<file path="config.mk">
export PLATFORM = sky130hd
export DESIGN_NAME = spi_cfg_master
export DESIGN_NICKNAME = d
export VERILOG_FILES = /design/src/rtl/spi_cfg_pkg.sv /design/src/rtl/cfg_cmd_fifo.sv /design/src/rtl/spi_cfg_master.sv
export SDC_FILE = /design/constraint.sdc
export NUM_CORES = 1
export LEC_CHECK = 0
export CAP_MARGIN = 30
export CELL_PAD_IN_SITES_DETAIL_PLACEMENT = 1
export CELL_PAD_IN_SITES_GLOBAL_PLACEMENT = 1
export CORE_MARGIN = 3
export CORE_UTILIZATION = 45
export CTS_BUF_LIST = sky130_fd_sc_hd__clkbuf_4
export DETAILED_ROUTE_END_ITERATION = 10
export PLACE_DENSITY = 0.88
export SLEW_MARGIN = 40
export SYNTH_ARGS = -nofsm -noshare
export SYNTH_HDL_FRONTEND = slang
export SYNTH_SLANG_ARGS = --single-unit
</file>
<file path="constraint.sdc">
create_clock -name clk -period 2.2 [get_ports clk]
set_clock_uncertainty 0.1 [all_clocks]
set_input_delay 0.44 -clock clk [delete_from_list [all_inputs] [get_ports clk]]
set_output_delay 0.44 -clock clk [all_outputs]
set_load 0.02 [all_outputs]
</file>
<file path="src/rtl/spi_cfg_pkg.sv">
// Shared types and constants for the SPI configuration master.
// Frame layout: write flag, 7-bit register address, 8-bit data.
package spi_cfg_pkg;

  typedef enum logic [2:0] {
    ST_IDLE,
    ST_SETUP,
    ST_HIGH,
    ST_LOW,
    ST_TAIL,
    ST_GAP
  } state_t;

  localparam int FRAME_BITS = 16;
  localparam int CMD_W = FRAME_BITS - 1;
  localparam logic WRITE_BIT = 1'b1;
  localparam logic [6:0] MAX_ADDR = 7'h04;

  localparam logic [6:0] ADDR_EN_OUT_LO = 7'h00;
  localparam logic [6:0] ADDR_EN_OUT_HI = 7'h01;
  localparam logic [6:0] ADDR_EN_PWM_LO = 7'h02;
  localparam logic [6:0] ADDR_EN_PWM_HI = 7'h03;
  localparam logic [6:0] ADDR_PWM_DUTY = 7'h04;

endpackage

</file>
<file path="src/rtl/cfg_cmd_fifo.sv">
// Command FIFO holding {addr,data} write requests.
// Power-of-2 depth; a count register separates full from empty.
module cfg_cmd_fifo #(
  parameter int DEPTH = 4,
  parameter int W = 15
) (
  input  logic           clk,
  input  logic           rst,
  input  logic           push,
  input  logic [W-1:0]   wdata,
  input  logic           pop,
  output logic [W-1:0]   rdata,
  output logic           full,
  output logic           empty,
  output logic [$clog2(DEPTH):0] count
);

  localparam int AW = $clog2(DEPTH);

  logic [W-1:0]  mem [DEPTH];
  logic [AW-1:0] wr_ptr;
  logic [AW-1:0] rd_ptr;
  logic          do_push;
  logic          do_pop;

  assign full    = (count == (AW+1)'(DEPTH));
  assign empty   = (count == '0);
  assign do_push = push && !full;
  assign do_pop  = pop && !empty;
  assign rdata   = mem[rd_ptr];

  always_ff @(posedge clk) begin
    if (do_push) mem[wr_ptr] <= wdata;
  end

  always_ff @(posedge clk) begin
    if (rst) begin
      wr_ptr <= '0;
      rd_ptr <= '0;
      count  <= '0;
    end else begin
      if (do_push) wr_ptr <= wr_ptr + 1'b1;
      if (do_pop)  rd_ptr <= rd_ptr + 1'b1;
      unique case ({do_push, do_pop})
        2'b10:   count <= count + 1'b1;
        2'b01:   count <= count - 1'b1;
        default: count <= count;
      endcase
    end
  end

endmodule

</file>
<file path="src/rtl/spi_cfg_master.sv">
// SPI mode-0 write master: drains the command FIFO into 16-bit
// frames with programmable SCLK half-period and nCS gap.
module spi_cfg_master
  import spi_cfg_pkg::*;
#(
  parameter int CLK_DIV = 4,
  parameter int CS_GAP = 8,
  parameter int FIFO_DEPTH = 4
) (
  input  logic       clk,
  input  logic       rst,
  input  logic       cmd_valid,
  output logic       cmd_ready,
  input  logic [6:0] cmd_addr,
  input  logic [7:0] cmd_data,
  output logic       nCS,
  output logic       SCLK,
  output logic       COPI,
  output logic       busy,
  output logic       frame_done,
  output logic       err_addr
);

  localparam int CMAX = (CLK_DIV > CS_GAP) ? CLK_DIV : CS_GAP;
  localparam int CNTW = $clog2(CMAX + 1);
  localparam logic [CNTW-1:0] DIV_END = CNTW'(CLK_DIV - 1);
  localparam logic [CNTW-1:0] GAP_END = CNTW'(CS_GAP - 1);
  localparam logic [3:0] LAST_BIT = 4'(FRAME_BITS - 1);

  state_t state, state_n;
  logic [CNTW-1:0] cnt, cnt_n;
  logic [3:0] bit_cnt, bit_n;
  logic [FRAME_BITS-1:0] shreg, shreg_n;
  logic ncs_q, ncs_n;
  logic sclk_q, sclk_n;
  logic err_q;

  logic [CMD_W-1:0] fifo_rd;
  logic fifo_full;
  logic fifo_empty;
  logic [$clog2(FIFO_DEPTH):0] fifo_cnt;
  logic accept;
  logic addr_ok;
  logic push;
  logic pop;
  logic half_end;

  assign cmd_ready = !fifo_full;
  assign accept    = cmd_valid && cmd_ready;
  assign addr_ok   = (cmd_addr <= MAX_ADDR);
  assign push      = accept && addr_ok;
  assign pop       = (state == ST_IDLE) && !fifo_empty;
  assign half_end  = (cnt == DIV_END);

  cfg_cmd_fifo #(
    .DEPTH (FIFO_DEPTH),
    .W     (CMD_W)
  ) u_fifo (
    .clk   (clk),
    .rst   (rst),
    .push  (push),
    .wdata ({cmd_addr, cmd_data}),
    .pop   (pop),
    .rdata (fifo_rd),
    .full  (fifo_full),
    .empty (fifo_empty),
    .count (fifo_cnt)
  );

  always_comb begin
    state_n = state;
    cnt_n   = cnt;
    bit_n   = bit_cnt;
    shreg_n = shreg;
    ncs_n   = ncs_q;
    sclk_n  = sclk_q;
    unique case (state)
      ST_IDLE: begin
        cnt_n = '0;
        if (!fifo_empty) begin
          shreg_n = {WRITE_BIT, fifo_rd};
          bit_n   = '0;
          ncs_n   = 1'b0;
          state_n = ST_SETUP;
        end
      end
      ST_SETUP, ST_LOW: begin
        cnt_n = cnt + 1'b1;
        if (half_end) begin
          cnt_n   = '0;
          sclk_n  = 1'b1;
          state_n = ST_HIGH;
        end
      end
      ST_HIGH: begin
        cnt_n = cnt + 1'b1;
        if (half_end) begin
          cnt_n  = '0;
          sclk_n = 1'b0;
          if (bit_cnt == LAST_BIT) begin
            state_n = ST_TAIL;
          end else begin
            // next bit appears while SCLK falls
            shreg_n = shreg << 1;
            bit_n   = bit_cnt + 4'd1;
            state_n = ST_LOW;
          end
        end
      end
      ST_TAIL: begin
        cnt_n = cnt + 1'b1;
        if (half_end) begin
          cnt_n   = '0;
          ncs_n   = 1'b1;
          shreg_n = '0;
          state_n = ST_GAP;
        end
      end
      ST_GAP: begin
        cnt_n = cnt + 1'b1;
        if (cnt == GAP_END) begin
          cnt_n   = '0;
          state_n = ST_IDLE;
        end
      end
      default: state_n = ST_IDLE;
    endcase
  end

  always_ff @(posedge clk) begin
    if (rst) begin
      state   <= ST_IDLE;
      cnt     <= '0;
      bit_cnt <= '0;
      shreg   <= '0;
      ncs_q   <= 1'b1;
      sclk_q  <= 1'b0;
      err_q   <= 1'b0;
    end else begin
      state   <= state_n;
      cnt     <= cnt_n;
      bit_cnt <= bit_n;
      shreg   <= shreg_n;
      ncs_q   <= ncs_n;
      sclk_q  <= sclk_n;
      err_q   <= accept && !addr_ok;
    end
  end

  assign nCS        = ncs_q;
  assign SCLK       = sclk_q;
  assign COPI       = shreg[FRAME_BITS-1];
  assign err_addr   = err_q;
  assign frame_done = (state == ST_GAP) && (cnt == GAP_END);
  assign busy       = (state != ST_IDLE) || (fifo_cnt != '0);

endmodule
</file>
==> results of run 1 <==
-- worst paths after layout --
| kind | slack (ns) | depth (start not counted) | end | start |
|---|---|---|---|---|
| worst max-delay path | -0.03 | 3 | busy | u_fifo.count[2] |
| worst min-delay path | 0.31 | 1 | u_fifo.mem[1][9] | cmd_addr[1] |
| worst max register to register | -0.02 | 10 | u_fifo.count[2] | u_fifo.count[2] |
| worst min register to register | 0.38 | 1 | shreg[11] | shreg[11] |
-- cells by family after synthesis --
group,count (synthesis)
DFF,99
and+or+nand+nor,83
AOI/OAI and AO/OA,78
muxes,35
buffers and inverters,24
adders and majority gates,8
xor gates and xnor gates,7
-- metal layers --
| metal | up-vias | GRT usage (%) |
|---|---|---|
| met5 | - | 0 |
| li1 | 1351 | - |
| met2 | 58 | 33.2 |
| met1 | 1402 | 22.1 |
| met4 | 0 | 6.08 |
| met3 | 10 | 3.86 |
-- critical path, delay by kind of cell (launching register included) --
family | cells | cell delay (ns)
simple gates | 2 | 0.76
flops | 1 | 0.36
buf+inv | 1 | 0.14
-- sequential cells by signal, indices dropped and copies added, names as in the netlist, 2 cells and up, named ones only --
name and count:
u_fifo.rd_ptr 2, state 3, u_fifo.count 3, shreg 16, u_fifo.wr_ptr 2, cnt 4
u_fifo.mem 60, bit_cnt 4
-- cells in the final DEF, fill, tap and decap left out, types with 3 or more instances in the layout --
master | netlist | final
nand2b_1 | 6 | 6
o21ai_0 | 5 | 5
a211oi_1 | 6 | 6
o2bb2ai_1 | 7 | 7
nor2_1 | 18 | 17
or3_1 | 4 | 3
xor2_1 | 5 | 5
inv_1 | 6 | 6
nor3_1 | 6 | 5
edfxtp_1 | 60 | 60
and2_1 | 6 | 6
mux2i_1 | 34 | 34
buf_12 | 0 | 4
nand3_1 | 8 | 8
ha_1 | 7 | 6
buf_4 | 0 | 27
dfxtp_1 | 39 | 37
o21a_1 | 3 | 3
a211oi_2 | 3 | 3
o22ai_1 | 14 | 14
clkbuf_4 | 0 | 10
nand2_1 | 18 | 16
clkdlybuf4s50_1 | 0 | 20
a21oi_1 | 27 | 27
-- cell type report --
cell class              instances  area [um2]  share of cell area [%]
inverters                       7        26.3                   0.528
repair buffers                 55         517                    10.4
multi-input cells             211        1580                    31.6
flip-flops and latches         99        2580                    51.9
clock buffers                  10        75.1                    1.51
clock inverters                 6        63.8                    1.28
well taps                     108         135                    2.71
-- cell usage after synthesis, drive strengths merged (6+ instances only) --
cell	count	area [um2]
buf	11	73.8
nand2	18	67.6
clkbuf	6	22.5
mux2i	34	340
and2	6	37.5
a211oi	9	82.6
nand2b	6	37.5
o2bb2ai	7	61.3
a21oi	28	144
o21ai	7	38.8
ha	7	87.6
o22ai	14	87.6
edfxtp	60	1800
dfxtp	39	781
inv	7	26.3
nor2	19	78.8
nor3	7	40.0
nand3	9	50.1
-- per-stage QoR --
stage	power, W	hold slack [ns]	worst slack (ns)	utilization, %
final	0.00507	0.306	-0.0311	55.7
after global routing	0.00541	0.277	-0.119	55.7
after CTS	0.00506	0.285	-0.0617	55.4
after detailed placement	0.00411	0.350	-0.537	53.9
after global placement	0.00400	0.347	-0.401	53.9
after floorplan	0.00353	0.333	0.0105	-
-- repair_timing --
item	CTS	global route
gates resized for setup	12	6
buffers inserted	1	0
endpoints found under the setup margin	4	3
pin swaps	0	1
-- power by group through the flow --
stage,sequential (W),combinational [W],clock (W)
2_1_floorplan,0.00236,0.00118,0
3_3_place_gp,0.00236,0.00164,0
3_5_place_dp,0.00237,0.00174,0
4_1_cts,0.00233,0.00174,0.000989
5_1_grt,0.00236,0.00198,0.00107
6_report,0.00234,0.00178,0.000962
==> summary.txt, run 1 <==
Timing
  – Least-Margin Pin Slew: 0.656 ns
  – Min Tclk post-route: 2.23 ns
  – Pins over their slew limit: 0
  – RSZ-0062 raised after global routing: true
  – Final Setup Violations: 2
  – Final TNS setup: -0.0525 ns
  – Fmax: 448 MHz
  – Period utilization: 101%
  – Max-Slew Margin vs Limit: 55.6%
  – PnR worst setup slack: -0.0311 ns
  – Final Hold Fails: 0

Clocking
  – # H-tree levels: 3
  – Root Driver: clkbuf_4
  – CTS tree: built
  – Clk slew on worst S/H paths: 0.15 ns
  – CTS buffer count: 9
  – Maximum clock path buffer count: 2
  – CTS sink count: 99
  – Worst skew pair latency: 0.43 ns
  – # hold bufs at CTS: 0

Power
  – P_leak: 1.67 nW
  – Seq pwr share: 46.0%
  – Clock power share: 18.9%
  – Internal: 0.00335 W
  – Switching share of power: 33.9%
  – Pwr dens: 1020 mW/mm2
  – Maximum vdd ir drop: 0.000479 V
  – NetSw: 0.00172 W
  – Combinational share of power: 35.0%

Floorplan
  – Die X: 103 um
  – Die ar.: 0.0106 mm2
  – Core ar.: 0.00893 mm2
  – Vert. Die Dim: 103 um
  – Cell Rows: 34
  – I/O Pins: 25
  – Starting Density: 47.3%

Run status
  – Violated checks: negative setup slack
  – Outcome: finished with violations

Layout
  – Finished Cell Area: 0.00498 mm2
  – Nets: 409
  – Filler cells: 913
  – Final instance count without filler cells: 496
  – # diodes: 0
  – Area grow syn2layout: 17.7%
  – Layout cell share with drive strength beyond 1: 18.8%

Synth
  – Mapped Area: 0.00423 mm2
  – Adder-Cell Fraction of Synth Area: 2.55%
  – Post-synth EDFFs: 60
  – Simple-gate area share of the yosys netlist: 10.8%
  – Ys async rst share: 0%
  – Seq/Total Area, Yosys: 61.1%
  – Distinct cells, synth: 51
  – Largest family of logic cells by synthesized area: compound AO/OA/AOI/OAI gates
  – #FFs+latches synth: 99
  – Compound-cell area share of the yosys netlist: 12.6%
  – Synth Flop Type: edfxtp_1
  – Post-Synthesis Cells: 334
  – Mapped Avg Cell Area: 12.7 um2
  – Syn_nets: 360
  – Post-synthesis xor/xnor area fraction: 1.45%
  – Mux cell area share after synthesis: 8.58%
  – Yosys warns: 0

Critical path
  – Max stage delay on crit path: 0.38 ns
  – CP Class: reg -> out
  – Slowest stage cell, crit path: or3_1
  – Worst setup EP type: primary output
  – CP required: 1.66 ns
  – Critical path, cell by cell: or3_1 -> or3_4 -> buf_6
  – Startpoint Class: register
  – Critical Path Fanout Max: 4
  – WP data arrival: 1.69 ns

Detailed routing
  – Drt wl/cell: 18.3 um
  – DR vias: 2,821
  – Met1 wire length: 3810 um
  – Metal2 WL: 4800 um
  – Top Metal Used: met4
  – Initial drt markers: 87
  – Met3 WL post-DR: 300 um
  – Via density: 5.69
  – Drt total wl: 9060 um
  – DRC: 0
  – DR pass1 iterations: 4
  – Detail Route Antenna Nets: 0

Placement
  – Port Buffers: 24
  – Placer Congestion: 0.755
  – Final HPWL DP: 6310 um
  – Cell count after placement: 479
  – Placed inst area: 0.00482 mm2

Flow run
  – Max_cap viols: 0

Global routing
  – Largest net degree at the start of global routing: 30
  – GRT overflow: 0
  – Total GRT Usage: 18.5%
  – Vias in the first global route: 2,997
  – Initial antenna violation count: 0
  – First-pass GRT wire length: 14,800 um

Min path
  – Hold Path Class: in -> reg
No activity file was read; power rests on OpenSTA's default activity.
==> run 2: changes to the inputs <==
--- a/config.mk
+++ b/config.mk
@@ -12,8 +12,9 @@
 export CORE_UTILIZATION = 45
 export CTS_BUF_LIST = sky130_fd_sc_hd__clkbuf_4
 export DETAILED_ROUTE_END_ITERATION = 10
+export GPL_ROUTABILITY_DRIVEN = 0
 export PLACE_DENSITY = 0.88
-export SLEW_MARGIN = 40
+export SLEW_MARGIN = 30
 export SYNTH_ARGS = -nofsm -noshare
 export SYNTH_HDL_FRONTEND = slang
 export SYNTH_SLANG_ARGS = --single-unit
==> results of run 2 <==
Same layout as run 1: the final DEF is identical, and so are final timing and power.
